### src/rtl/imem_arb_pkg.sv
// Shared types for the instruction-memory arbiter: owner tags, FSM states
// and the supported memory-latency ceiling.
package imem_arb_pkg;

   typedef enum logic {
      OWN_F = 1'b0,
      OWN_D = 1'b1
   } owner_t;

   typedef enum logic {
      PRI_F   = 1'b0,
      BOOST_D = 1'b1
   } arb_state_t;

   localparam int MAX_MEM_LAT = 4;

endpackage

### src/rtl/imem_arb_tag_pipe.sv
// Tracks each in-flight instr_mem read as a {valid, owner} tag, delayed by
// MEM_LAT cycles so the tag emerges in the cycle the read data does.
import imem_arb_pkg::*;

module imem_arb_tag_pipe #(
   parameter int MEM_LAT = 1
) (
   input  logic   clk,
   input  logic   reset_n,
   input  logic   i_vld,
   input  owner_t i_own,
   output logic   o_vld,
   output owner_t o_own
);

   if (MEM_LAT < 1 || MEM_LAT > MAX_MEM_LAT) begin : g_bad_lat
      $error("imem_arb_tag_pipe: MEM_LAT out of range");
   end

   logic [MEM_LAT-1:0] r_vld;
   logic [MEM_LAT-1:0] r_own;

   // shift a new tag in every cycle; reset drops all in-flight reads
   always_ff @(posedge clk) begin
      if (!reset_n) begin
         r_vld <= '0;
         r_own <= '0;
      end else begin
         r_vld[0] <= i_vld;
         r_own[0] <= i_own;
         for (int i = 1; i < MEM_LAT; i++) begin
            r_vld[i] <= r_vld[i-1];
            r_own[i] <= r_own[i-1];
         end
      end
   end

   assign o_vld = r_vld[MEM_LAT-1];
   assign o_own = owner_t'(r_own[MEM_LAT-1]);

endmodule

### src/rtl/imem_arbiter.sv
// Two-port arbiter for the synchronous-read instruction memory.
// Fetch (F) has priority; the debug reader (D) is guaranteed a grant after
// STARVE_LIMIT consecutive denied cycles. Read data returns with a per-port
// valid pulse MEM_LAT cycles after the grant.
// Optional build macro IMEM_ARB_STATS_EN adds grant/stall counters.
import imem_arb_pkg::*;

module imem_arbiter #(
   parameter int ADDR_W       = 32,
   parameter int DATA_W       = 32,
   parameter int MEM_LAT      = 1,
   parameter int STARVE_LIMIT = 7
) (
   input  logic              clk,
   input  logic              reset_n,
   input  logic              f_req,
   input  logic [ADDR_W-1:0] f_addr,
   output logic              f_gnt,
   output logic              f_rvalid,
   output logic [DATA_W-1:0] f_rdata,
   input  logic              d_req,
   input  logic [ADDR_W-1:0] d_addr,
   output logic              d_gnt,
   output logic              d_rvalid,
   output logic [DATA_W-1:0] d_rdata,
`ifdef IMEM_ARB_STATS_EN
   output logic [15:0]       f_grant_cnt,
   output logic [15:0]       d_grant_cnt,
   output logic [15:0]       d_stall_cnt,
`endif
   output logic              mem_en,
   output logic [ADDR_W-1:0] mem_addr,
   input  logic [DATA_W-1:0] mem_rdata
);

   localparam logic [7:0] LIM = 8'(STARVE_LIMIT);

   arb_state_t        r_state, w_state_nxt;
   logic [7:0]        r_cnt, w_cnt_nxt;
   logic              w_f_gnt, w_d_gnt;
   logic [ADDR_W-1:0] w_gnt_addr;
   logic              w_tp_vld;
   owner_t            w_tp_own;
   logic              w_f_rvalid, w_d_rvalid;
   logic [DATA_W-1:0] r_f_rdata, r_d_rdata;

   // state register and starvation counter
   always_ff @(posedge clk) begin
      if (!reset_n) begin
         r_state <= PRI_F;
         r_cnt   <= '0;
      end else begin
         r_state <= w_state_nxt;
         r_cnt   <= w_cnt_nxt;
      end
   end

   // grant decode; nothing is granted while reset is held
   always_comb begin
      w_f_gnt = 1'b0;
      w_d_gnt = 1'b0;
      if (reset_n) begin
         case (r_state)
            PRI_F: begin
               if (f_req)      w_f_gnt = 1'b1;
               else if (d_req) w_d_gnt = 1'b1;
            end
            BOOST_D: begin
               if (d_req)      w_d_gnt = 1'b1;
               else if (f_req) w_f_gnt = 1'b1;
            end
            default: ;
         endcase
      end
   end

   // count consecutive denied D cycles, saturating at the limit
   always_comb begin
      w_cnt_nxt = '0;
      if (d_req && !w_d_gnt)
         w_cnt_nxt = (r_cnt == LIM) ? LIM : r_cnt + 8'd1;
   end

   // boost D in the cycle after its denial streak reaches the limit
   always_comb begin
      w_state_nxt = r_state;
      case (r_state)
         PRI_F:   if (w_cnt_nxt == LIM) w_state_nxt = BOOST_D;
         BOOST_D: w_state_nxt = PRI_F;
         default: w_state_nxt = PRI_F;
      endcase
   end

   assign f_gnt      = w_f_gnt;
   assign d_gnt      = w_d_gnt;
   assign mem_en     = w_f_gnt | w_d_gnt;
   assign w_gnt_addr = w_d_gnt ? d_addr : (w_f_gnt ? f_addr : '0);
   assign mem_addr   = {w_gnt_addr[ADDR_W-1:2], 2'b00};

   imem_arb_tag_pipe #(.MEM_LAT(MEM_LAT)) u_tag_pipe (
      .clk     (clk),
      .reset_n (reset_n),
      .i_vld   (mem_en),
      .i_own   (w_d_gnt ? OWN_D : OWN_F),
      .o_vld   (w_tp_vld),
      .o_own   (w_tp_own)
   );

   // rvalid is masked during reset so a read issued just before reset never surfaces
   assign w_f_rvalid = reset_n & w_tp_vld & (w_tp_own == OWN_F);
   assign w_d_rvalid = reset_n & w_tp_vld & (w_tp_own == OWN_D);

   // capture returned words so each port keeps showing its last read between pulses
   always_ff @(posedge clk) begin
      if (!reset_n) begin
         r_f_rdata <= '0;
         r_d_rdata <= '0;
      end else begin
         if (w_f_rvalid) r_f_rdata <= mem_rdata;
         if (w_d_rvalid) r_d_rdata <= mem_rdata;
      end
   end

   // in the valid cycle the word comes straight from memory, otherwise from the hold register
   assign f_rvalid = w_f_rvalid;
   assign d_rvalid = w_d_rvalid;
   assign f_rdata  = w_f_rvalid ? mem_rdata : r_f_rdata;
   assign d_rdata  = w_d_rvalid ? mem_rdata : r_d_rdata;

`ifdef IMEM_ARB_STATS_EN
   logic [15:0] r_f_grant_cnt, r_d_grant_cnt, r_d_stall_cnt;

   // free-running wrap-around activity counters
   always_ff @(posedge clk) begin
      if (!reset_n) begin
         r_f_grant_cnt <= '0;
         r_d_grant_cnt <= '0;
         r_d_stall_cnt <= '0;
      end else begin
         if (w_f_gnt)           r_f_grant_cnt <= r_f_grant_cnt + 16'd1;
         if (w_d_gnt)           r_d_grant_cnt <= r_d_grant_cnt + 16'd1;
         if (d_req && !w_d_gnt) r_d_stall_cnt <= r_d_stall_cnt + 16'd1;
      end
   end

   assign f_grant_cnt = r_f_grant_cnt;
   assign d_grant_cnt = r_d_grant_cnt;
   assign d_stall_cnt = r_d_stall_cnt;
`endif

endmodule

### config.mk
export PLATFORM = sky130hd
export DESIGN_NAME = imem_arbiter
export DESIGN_NICKNAME = d
export VERILOG_FILES = /design/src/rtl/imem_arb_pkg.sv /design/src/rtl/imem_arb_tag_pipe.sv /design/src/rtl/imem_arbiter.sv
export SDC_FILE = /design/constraint.sdc
export NUM_CORES = 1
export LEC_CHECK = 0
export ABC_AREA = 1
export CAP_MARGIN = 20
export CELL_PAD_IN_SITES_DETAIL_PLACEMENT = 1
export CELL_PAD_IN_SITES_GLOBAL_PLACEMENT = 2
export CORE_MARGIN = 2
export CORE_UTILIZATION = 20
export DETAILED_ROUTE_END_ITERATION = 8
export GPL_TIMING_DRIVEN = 0
export PLACE_DENSITY = 0.87
export RECOVER_POWER = 100
export SLEW_MARGIN = 25
export SYNTH_ARGS = -nofsm -noshare
export SYNTH_HDL_FRONTEND = slang
export SYNTH_SLANG_ARGS = --single-unit
### constraint.sdc
create_clock -name clk -period 1.7 [get_ports clk]
set_input_delay 0.255 -clock clk [delete_from_list [all_inputs] [get_ports clk]]
set_output_delay 0.255 -clock clk [all_outputs]
set_load 0.005 [all_outputs]
==> impl_metrics.env <==
export IMPL_p_leak_nw=4.18
export IMPL_ys_seq_elements=75
export IMPL_drv_cap=0
export IMPL_tns_ps=-15550
export IMPL_cts_made_buffers=9
export IMPL_cp_slowest_cell="dfxtp_2"
export IMPL_yosysUniqueCellTypes=24
export IMPL_p_total_mw=5.29
export IMPL_maxSlewViolCount=0
export IMPL_drt_iter0_markers=61
export IMPL_fin_skew_ps=5.73
export IMPL_clk_pin_slew_worst_paths_ps=60
export IMPL_grt_first_pass_wirelength_um=26500
export IMPL_core_sq_um=18600
export IMPL_antenna_left=0
export IMPL_antenna_found_initial=0
export IMPL_flow_area_growth_from_synthesis_pct=121
export IMPL_port_buffers=194
export IMPL_insertion_delay_ps=340
export IMPL_use_met3=0.0459
export IMPL_die_y_um=141
export IMPL_synth_area_per_cell_sq_um=6.75
export IMPL_fin_crit_ps=1990
export IMPL_final_cell_mix="clkdlybuf4s50_1 (92), buf_2 (85), buf_4 (81)"
export IMPL_cts_tree="built"
export IMPL_hold_viol_final=0
export IMPL_worst_pin_slew_ps=611
export IMPL_crit_buf_inv=6
export IMPL_synth_seq_area_share=0.397
export IMPL_grt_overflow_total=0
export IMPL_finalInstanceArea_sq_um=8350
export IMPL_io_pin_count=201
export IMPL_clock_sinks=75
export IMPL_initial_utilization=0.203
export IMPL_grt_met1_usage=0.190
export IMPL_grt_max_degree=13
export IMPL_worst_path_dominant_cell_family="buffers and inverters"
export IMPL_cp_required_ps=1440
export IMPL_finalWirelength_um=16900
export IMPL_end_kind="primary output"
export IMPL_drive_gt1_frac=0.554
export IMPL_p_switching_mw=1.42
export IMPL_fmax_mhz=503
export IMPL_syn_inst=560
export IMPL_top_usage_layer="met2"
export IMPL_cp_slowest_stage_delay_ps=340
export IMPL_cp_arrival_ps=1730
export IMPL_rsz0062_at_grt="true"
export IMPL_p_clk_frac=0.369
export IMPL_via_per_inst=4.23
export IMPL_cpMostUsedCell="buf_12"
export IMPL_violations="setup timing"
export IMPL_placedInstanceArea_sq_um=6020
export IMPL_fin_cells=1140
export IMPL_swShare=0.269
export IMPL_setup_ws_ps=-287
export IMPL_ys_warnings_count=0
export IMPL_syn_area_sq_um=3780
export IMPL_firstDrtPassIters=3
export IMPL_dp_cells=989
export IMPL_rows=50
export IMPL_crit_type="flop to primary output"
export IMPL_intPower_mw=3.86
export IMPL_clk_path_buf_depth=2
export IMPL_path_cells="nor3_4 -> buf_6 -> inv_8 -> buf_12 -> buf_12 -> o21ai_4 -> inv_1 -> buf_2"
export IMPL_slew_headroom=0.593
export IMPL_status="finished, violations left"
export IMPL_timing_final_crit_share=1.17
export IMPL_grt_total_usage=0.168
export IMPL_p_comb_frac=0.283
export IMPL_fin_nets=1002
export IMPL_wire_per_inst_um=14.8
export IMPL_finalSetupViolCount=96
export IMPL_cp_max_fo=7
export IMPL_fp_dieW_um=141
export IMPL_hp_class="flop to flop"
export IMPL_mostFrequentLayoutCell="clkdlybuf4s50_1"
export IMPL_diodes=0
export IMPL_use_met2=0.310
export IMPL_die_area_sq_um=20000
export IMPL_dp_slack_ps=-1090
export IMPL_dp_hpwl_um=10600
export IMPL_powerDensity_nw_per_um2=633
export IMPL_seqPwrFrac=0.349
export IMPL_drc=0
export IMPL_grt_pass1_vias=5191
export IMPL_cts_root_buffer="clkbuf_16"
export IMPL_via_count=4817
export IMPL_fin_util=0.448
export IMPL_startpoint_type="flop"
export IMPL_peakVddDrop_mv=0.441
export IMPL_cts_max_level=3
export IMPL_gp_congestion=0.781
export IMPL_whs_ps=530
## power groups by stage
stage	registers [mW]	clock network, mW	logic, mW
CTS	1.84	2.01	1.37
finish	1.84	1.95	1.49
global route	1.85	2.08	1.62
detailed placement	1.88	0	1.00
floorplan	1.87	0	0.370
global placement	1.87	0	0.998
## worst reg2reg max path, cell delays in order (launching register included)
cell and delay [ps]:
dfxtp_2 360, nand3_2 110, inv_4 110, buf_6 120, buf_6 90, clkbuf_8 130, or2_4 110, inv_2 40
buf_4 120, buf_4 120, buf_4 120, buf_4 120, a211oi_2 120
## final timing paths
check | to | cells past startpoint | slack, ps | start
max | f_rdata[5] | 8 | -290 | u_tag_pipe.o_own
min | r_cnt[0] | 3 | 530 | r_cnt[0]
max reg2reg | r_d_rdata[19] | 12 | -20 | u_tag_pipe.o_own
min reg2reg | r_cnt[0] | 3 | 530 | r_cnt[0]
## metal layers
layer	up-vias	wire [um]	part of all wire
li1	2391	-	-
met1	2259	6810	0.40
met2	155	8750	0.52
met3	12	1170	0.069
met4	0	171	0.010
met5	-	0	0
## synthesized netlist by cell type, drive strengths merged
master	number	share of area
xor2	1	0.0023
buf	19	0.026
a22o	1	0.0023
nor2	48	0.048
clkbuf	12	0.013
conb	1	0.00099
inv	114	0.11
nor3	5	0.0096
nand2	107	0.11
a21oi	34	0.045
a211oi	32	0.064
dfxtp	75	0.40
o21a	2	0.0040
or2	64	0.11
o21ai	33	0.044
ha	1	0.0033
nand3	9	0.012
o21bai	2	0.0040
## timing repair
item                       4_1_cts  5_1_grt
setup buffers                  120       17
gates resized for setup        703      103
hold buffers                     0        0
pin swaps                       27       20
hold endpoints to repair         0        0
setup endpoints to repair      129      106
cloned                           6        2
## state kept, by name, summed over array words and instances, names as in the netlist
signal / count
r_cnt: 8
r_f_rdata: 32
u_tag_pipe.o_vld: 1
r_state: 1
r_d_rdata: 32
u_tag_pipe.o_own: 1
## area by class of cell
| cell class | instances | area (sq um) |
|---|---|---|
| well taps | 234 | 293 |
| fillers | 2202 | 10300 |
| clock buffers | 12 | 246 |
| plain buffers | 29 | 375 |
| clock inverters | 4 | 50.0 |
| flip-flops and latches | 75 | 1500 |
| inverters | 114 | 448 |
| repair buffers | 331 | 2890 |
| multi-input cells | 341 | 2550 |
## cell families (layout without fill, tap and decap cells)
kind of cell,after synthesis,count (layout),synth area share
adder cells (fa/ha/maj),1,1,0.00331
XOR/XNOR,1,1,0.00232
AND/OR/NAND/NOR,233,233,0.282
AO/OA/AOI/OAI,104,104,0.163
flip-flops,75,75,0.397
buffers and inverters,145,490,0.152
other,1,2,0.000993
Power figures use the tool's default switching activity.
